===== src/rtl/guess_game_ctrl.sv =====
// Round controller for guess_FSM: enable tick, button edge/priority capture,
// round pacing with verdict timeout, and score/round bookkeeping.
module guess_game_ctrl #(
    parameter int unsigned DIV           = 4,
    parameter int unsigned MAX_ROUNDS    = 8,
    parameter int unsigned HOLD_TICKS    = 2,
    parameter int unsigned TIMEOUT_TICKS = 4,
    parameter int unsigned CNT_W         = 4
) (
    input  logic             clk,
    input  logic             rst,
    input  logic [3:0]       btn,
    output logic             fsm_en,
    output logic             fsm_rst,
    output logic [3:0]       fsm_in,
    input  logic             fsm_win,
    input  logic             fsm_lose,
    output logic [CNT_W-1:0] win_cnt,
    output logic [CNT_W-1:0] lose_cnt,
    output logic [CNT_W-1:0] round,
    output logic             busy,
    output logic             game_over
);

    localparam int unsigned DivW   = (DIV > 2) ? $clog2(DIV) : 1;
    localparam int unsigned TmrMax = (HOLD_TICKS > TIMEOUT_TICKS) ? HOLD_TICKS : TIMEOUT_TICKS;
    localparam int unsigned TmrW   = $clog2(TmrMax + 1);

    typedef enum logic [2:0] {
        StIdle,
        StPlay,
        StPresent,
        StWait,
        StResult,
        StOver
    } state_e;

    state_e            state_q, state_d;
    logic [DivW-1:0]   div_q, div_d;
    logic [3:0]        btn_q;
    logic [3:0]        pending_q, pending_d;
    logic [TmrW-1:0]   tmr_q, tmr_d;
    logic [CNT_W-1:0]  win_q, win_d;
    logic [CNT_W-1:0]  lose_q, lose_d;
    logic [CNT_W-1:0]  round_q, round_d;
    logic              restart_q, restart_d;

    logic              tick;
    logic [3:0]        btn_edge;
    logic [3:0]        pick;
    logic [CNT_W-1:0]  round_inc;

    assign tick      = (div_q == DivW'(DIV - 1));
    assign div_d     = tick ? '0 : div_q + 1'b1;
    assign btn_edge  = btn & ~btn_q;
    // Two's-complement trick isolates the lowest set bit: bit0 has top priority.
    assign pick      = btn_edge & (~btn_edge + 4'd1);
    assign round_inc = round_q + 1'b1;

    always_comb begin
        state_d   = state_q;
        pending_d = pending_q;
        tmr_d     = tmr_q;
        win_d     = win_q;
        lose_d    = lose_q;
        round_d   = round_q;
        restart_d = 1'b0;
        case (state_q)
            StIdle: begin
                if (|btn_edge) state_d = StPlay;
            end
            StPlay: begin
                if (|btn_edge) begin
                    pending_d = pick;
                    state_d   = StPresent;
                end
            end
            StPresent: begin
                if (tick) begin
                    pending_d = '0;
                    tmr_d     = '0;
                    state_d   = StWait;
                end
            end
            StWait: begin
                if (fsm_win) begin
                    if (win_q != '1) win_d = win_q + 1'b1;
                    tmr_d   = '0;
                    state_d = StResult;
                end else if (fsm_lose) begin
                    if (lose_q != '1) lose_d = lose_q + 1'b1;
                    tmr_d   = '0;
                    state_d = StResult;
                end else if (tick) begin
                    if (tmr_q == TmrW'(TIMEOUT_TICKS - 1)) begin
                        if (lose_q != '1) lose_d = lose_q + 1'b1;
                        tmr_d   = '0;
                        state_d = StResult;
                    end else begin
                        tmr_d = tmr_q + 1'b1;
                    end
                end
            end
            StResult: begin
                if (tick) begin
                    if (tmr_q == TmrW'(HOLD_TICKS - 1)) begin
                        round_d = round_inc;
                        tmr_d   = '0;
                        state_d = (round_inc == CNT_W'(MAX_ROUNDS)) ? StOver : StPlay;
                    end else begin
                        tmr_d = tmr_q + 1'b1;
                    end
                end
            end
            StOver: begin
                if (|btn_edge) begin
                    win_d     = '0;
                    lose_d    = '0;
                    round_d   = '0;
                    restart_d = 1'b1;
                    state_d   = StPlay;
                end
            end
            default: state_d = StIdle;
        endcase
    end

    always_ff @(posedge clk or posedge rst) begin
        if (rst) begin
            state_q   <= StIdle;
            div_q     <= '0;
            btn_q     <= '0;
            pending_q <= '0;
            tmr_q     <= '0;
            win_q     <= '0;
            lose_q    <= '0;
            round_q   <= '0;
            restart_q <= 1'b0;
        end else begin
            state_q   <= state_d;
            div_q     <= div_d;
            btn_q     <= btn;
            pending_q <= pending_d;
            tmr_q     <= tmr_d;
            win_q     <= win_d;
            lose_q    <= lose_d;
            round_q   <= round_d;
            restart_q <= restart_d;
        end
    end

    assign fsm_en    = tick;
    assign fsm_rst   = (state_q == StIdle) | restart_q;
    assign fsm_in    = (state_q == StPresent) ? pending_q : 4'b0000;
    assign busy      = (state_q == StPresent) | (state_q == StWait) | (state_q == StResult);
    assign game_over = (state_q == StOver);
    assign win_cnt   = win_q;
    assign lose_cnt  = lose_q;
    assign round     = round_q;

endmodule


===== config.mk =====
export PLATFORM = sky130hd
export DESIGN_NAME = guess_game_ctrl
export DESIGN_NICKNAME = d
export VERILOG_FILES = /design/src/rtl/guess_game_ctrl.sv
export SDC_FILE = /design/constraint.sdc
export NUM_CORES = 1
export LEC_CHECK = 0
export ABC_AREA = 1
export CAP_MARGIN = 30
export CORE_ASPECT_RATIO = 1.4
export CORE_MARGIN = 2
export CORE_UTILIZATION = 50
export CTS_BUF_LIST = sky130_fd_sc_hd__clkbuf_4
export CTS_CLUSTER_DIAMETER = 200
export DETAILED_ROUTE_END_ITERATION = 8
export PLACE_DENSITY = 0.75
export SYNTH_ARGS = -nofsm -noshare
export SYNTH_HDL_FRONTEND = slang
export SYNTH_SLANG_ARGS = --single-unit
export TNS_END_PERCENT = 100

===== constraint.sdc =====
create_clock -name clk -period 1.4 [get_ports clk]
set_clock_uncertainty 0.15 [all_clocks]
set_input_delay 0.28 -clock clk [delete_from_list [all_inputs] [get_ports clk]]
set_output_delay 0.28 -clock clk [all_outputs]
set_load 0.1 [all_outputs]

==> results of run 1 <==
## logic make-up after synthesis
family	share of synthesized area (%)
buf+inv	8.24
compound gates	5.06
simple gates	35.5
xor+xnor	2.02
flops	41.9
fa+ha+maj	7.23
## timing repair
action,in CTS
pin swaps,16
resized for setup,29
hold endpoints to repair,0
buffers inserted,31
endpoints found under the setup margin,41
## through the flow
stage,hold slack [ns],utilization [%],instances,setup slack [ns],area [um^2]
detailed placement,0.315,82.1,329,-0.435,2750
CTS,0.141,94.1,368,-0.423,3150
floorplan,0.161,-,224,-0.258,1940
global placement,0.305,82.1,329,-0.365,2750
==> results.md, run 1 <==
* Yosys top cell by area: dfrtp_1
* Worst EP kind: register data pin
* Gate Count Post-Synth at 224
* Largest net degree at the start of global routing at 30
* Clock buffer depth at 2
* Clk sinks at 29
* H-tree lvl count at 2
* Synthesized area at 0.00173 mm^2
* Num rows at 25
* Initial Utilization at 51.7%
* Error msg: [ERROR DPL-0038] Utilization greater than 100%, impossible to legalize
* Gp weighted congestion at 0.843
* Synth top area share at 41.9%
* Synth Flop Type: dfrtp_1
* CTS root buffer: clkbuf_4
* DP HPWL at 3380 um
* Outcome: stopped before the end
* Net count after synthesis at 242
* Port Buffers at 27
* Chip Height at 73.6 um
* Flops & latches, synth at 29
* Die width at 53.7 um
* Number of enable flip-flop cells after synthesis at 0
* Most frequent cell after synthesis: nand2_1
* Number of buffers created by CTS at 5
* Sequential share of the synthesized area at 41.9%
* Largest cells by area after synthesis: dfrtp_1 42%, nand2_1 14%, ha_1 7.2%
* Ports at 28
* Async SR Flop Fraction at 100%
* Mean Syn Cell Area at 7.73 um^2
* # hold bufs at CTS at 0
* Ys Warns at 0
* Post-synth top cells: 66 x nand2_1, 30 x inv_1, 29 x dfrtp_1, 18 x nand3_1, 18 x nor2_1
* Fail Step: global routing
* Worst setup endpoint GRT: lose_cnt[1]$_DFFE_PP0P_/D
* Netlist cell types at 24
==> run 2: changes to the inputs <==
- CORE_ASPECT_RATIO: 1.4 -> not set
- CORE_UTILIZATION: 50 -> 40
- CTS_BUF_LIST: sky130_fd_sc_hd__clkbuf_4 -> not set
- CTS_CLUSTER_DIAMETER: 200 -> not set
- PLACE_DENSITY: 0.75 -> not set
- PLACE_DENSITY_LB_ADDON: not set -> 0.15
- clock period: 1.4 -> 1.8 ns (I/O delays scaled with it)
==> results.md, run 2 <==
* Async SR Flop Fraction at 100% (unchanged)
* Most frequent cell after synthesis: nand2_1
* CORE AREA at 0.00409 mm^2
* Vias/cell at 4.77
* CTS tree: done
* Ports at 28 (unchanged)
* Post-place instance area at 0.00237 mm^2 (-14%)
* Overall Global Routing Usage at 17.1%
* Gate Count Post-Synth at 224 (unchanged)
* Multi-input gate area at 921 um^2
* Synth top area share at 41.9% (unchanged)
* Place WS at -0.0337 ns (+0.402 ns)
* DP HPWL at 2850 um (-16%)
* Nature of the critical path startpoint: flip-flop
* Highest clock rate at 547 MHz
* RSZ-0062 raised after global routing: yes
* Util after Layout at 62.7%
* Drt first pass iters at 4
* GRT overflow at 0
* Net count after synthesis at 242 (unchanged)
* # hold bufs at CTS at 0 (unchanged)
* Num rows at 23 (-8.0%)
* Final Hold Viols at 0
* CP Capture Type: output pin
* Crit path DAT at 1.32 ns
* Kind of critical path: flip-flop to output pin
* Clk sinks at 29 (unchanged)
* Synthesized area at 0.00173 mm^2 (unchanged)
* Sequential share of the synthesized area at 41.9% (unchanged)
* Filler cell count in the final layout at 349
* Gp weighted congestion at 0.791 (-6.2%)
* Initial antenna violation count at 0
* Most frequent cells in the layout: 65 x nand2_1, 28 x inv_1, 21 x dfrtp_1, 21 x buf_4, 20 x buf_12
* Syn-to-layout area delta at 48.1%
* Yosys top cell by area: dfrtp_1
* Cell leakage power at 1.31 nW
* Max-cap violation count at 0
* Worst-margin pin slew at 0.371 ns
* Nets at 295
* Final setup fails at 6
* Final Max Tran Viols at 0
* Clock latency on the worst-skew pair at 0.28 ns
* Port Buffers at 27 (unchanged)
* Largest net degree at the start of global routing at 30
* Ys Warns at 0 (unchanged)
* Largest cells by area after synthesis: dfrtp_1 42%, nand2_1 14%, ha_1 7.2%
* Clock buffer depth at 2 (unchanged)
* Outcome: finished, violations left
* Post-synth top cells: 66 x nand2_1, 30 x inv_1, 29 x dfrtp_1, 18 x nand3_1, 18 x nor2_1
* Antenna cells at 0
* Data required, critical path at 1.29 ns
* Number of global-route vias before repair at 1519
* Netlist cell types at 24 (unchanged)
* Initial detailed-routing violation count at 63
* Worst Setup Slack, final at -0.0293 ns
* Routed WL at 3840 um
* Rel. slew slack at 75.3%
* Vias at 1566
* H-tree lvl count at 2 (unchanged)
* Violated checks: setup timing
* Global-route wire length before repair at 6800 um
* Fraction of layout cells with a size suffix above 1 at 30.9%
* Design area at 0.00256 mm^2
* Fin crit share at 102%
* Final ANT Viol Nets at 0
* Clock Pin Slew Worst Setup and Hold Paths at 0.06 ns
* Mean Syn Cell Area at 7.73 um^2 (unchanged)
* Synth Flop Type: dfrtp_1
* Initial Utilization at 42.3% (-9.4 points)
* Die width at 69.8 um (+30%)
* Die area at 0.00487 mm^2
* Minimum clock period at 1.83 ns
* Flops & latches, synth at 29 (unchanged)
* Most common cell after layout, fill and taps aside: nand2_1
* Remaining DRCs at 0
* CP Max Fanout at 7
* Max VDD drop at 0.00135 V
* Worst min path class: flip-flop to flip-flop
* Register Area at 736 um^2
* Chip Height at 69.8 um (-5.2%)
* Number of enable flip-flop cells after synthesis at 0 (unchanged)
* Pwr dens at 1920 mW/mm^2
* WL per Instance at 11.7 um
* CTS root buffer: clkbuf_8
* Number of buffers created by CTS at 5 (unchanged)
==> run 2: cell counts after synthesis <==
No cell type changed its count.
==> run 2: stage by stage <==
step	TNS (ns)	instances	hold WS, ns	total power, mW
3_5_place_dp	-0.151	308	0.280	4.19
2_1_floorplan	-0.100	224	0.241	3.20
5_1_grt	-0.441	328	0.295	5.20
6_report	-0.130	328	0.285	4.92
4_1_cts	-0.170	323	0.288	4.85
3_3_place_gp	-0.0637	308	0.274	4.16
==> run 2: where the power goes <==
part | internal [mW] | switching [mW] | total [mW] | leakage (nW)
clock | 0.267 | 0.251 | 0.518 | 0.0450
sequential | 0.861 | 0.307 | 1.17 | 0.364
combinational | 1.18 | 2.06 | 3.23 | 0.905
total | 2.31 | 2.61 | 4.92 | 1.31
==> run 2: cell families (layout without fill, tap and decap cells) <==
family,after synthesis,count (layout),share of synthesized area (%)
and+or+nand+nor,129,129,35.5
DFF,29,29,41.9
xor gates and xnor gates,4,4,2.02
buffers and inverters,36,90,8.24
AOI/OAI and AO/OA,16,16,5.06
adders and majority gates,10,10,7.23
==> run 2: worst max-delay path, cell delays in order, from the launching register on <==
cell	delay, ns
dfrtp_2	0.46
inv_4	0.09
nand3_4	0.16
nor2_4	0.15
buf_12	0.18
==> run 2: cell type report <==
cell class / count / share of cell area, %
clock inverter: 2 / 0.391
multi-input combinational: 159 / 35.9
clock buffer: 6 / 2.83
timing repair buffer: 48 / 24.5
sequential: 29 / 28.7
tap: 50 / 2.44
inverter: 34 / 5.18
==> run 2: path summary, 6_finish.rpt <==
path                                         from  depth (start not counted)                      end  slack [ns]
max in group asynchronous                     rst                          3   win_cnt[1]$_DFFE_PP0P_        0.89
hold / removal                 div_q[0]$_DFF_PP0_                          1       div_q[0]$_DFF_PP0_        0.29
min in group asynchronous                     rst                          3     round[1]$_DFFE_PP0P_        0.32
setup / recovery           state_q[0]$_DFFE_PP0P_                          4                fsm_in[1]       -0.03
hold reg to reg                div_q[0]$_DFF_PP0_                          1       div_q[0]$_DFF_PP0_        0.29
setup reg to reg           state_q[0]$_DFFE_PP0P_                          7  lose_cnt[0]$_DFFE_PP0P_        0.14
==> run 2: timing repair <==
item	CTS	global route
setup endpoints to repair	7	7
gates resized for setup	6	2
pin swaps	4	5
cloned	0	0
setup buffers	7	5
==> run 2: layer usage <==
| layer | vias up | wire (um) | global-route usage [%] |
|---|---|---|---|
| met3 | 4 | 138 | 4.65 |
| met4 | 0 | 34 | 5.13 |
| met5 | - | 0 | 0 |
| met2 | 27 | 1830 | 27.5 |
| met1 | 725 | 1840 | 22.5 |
| li1 | 810 | - | - |
Note: power is estimated with default switching activity, not from simulation.
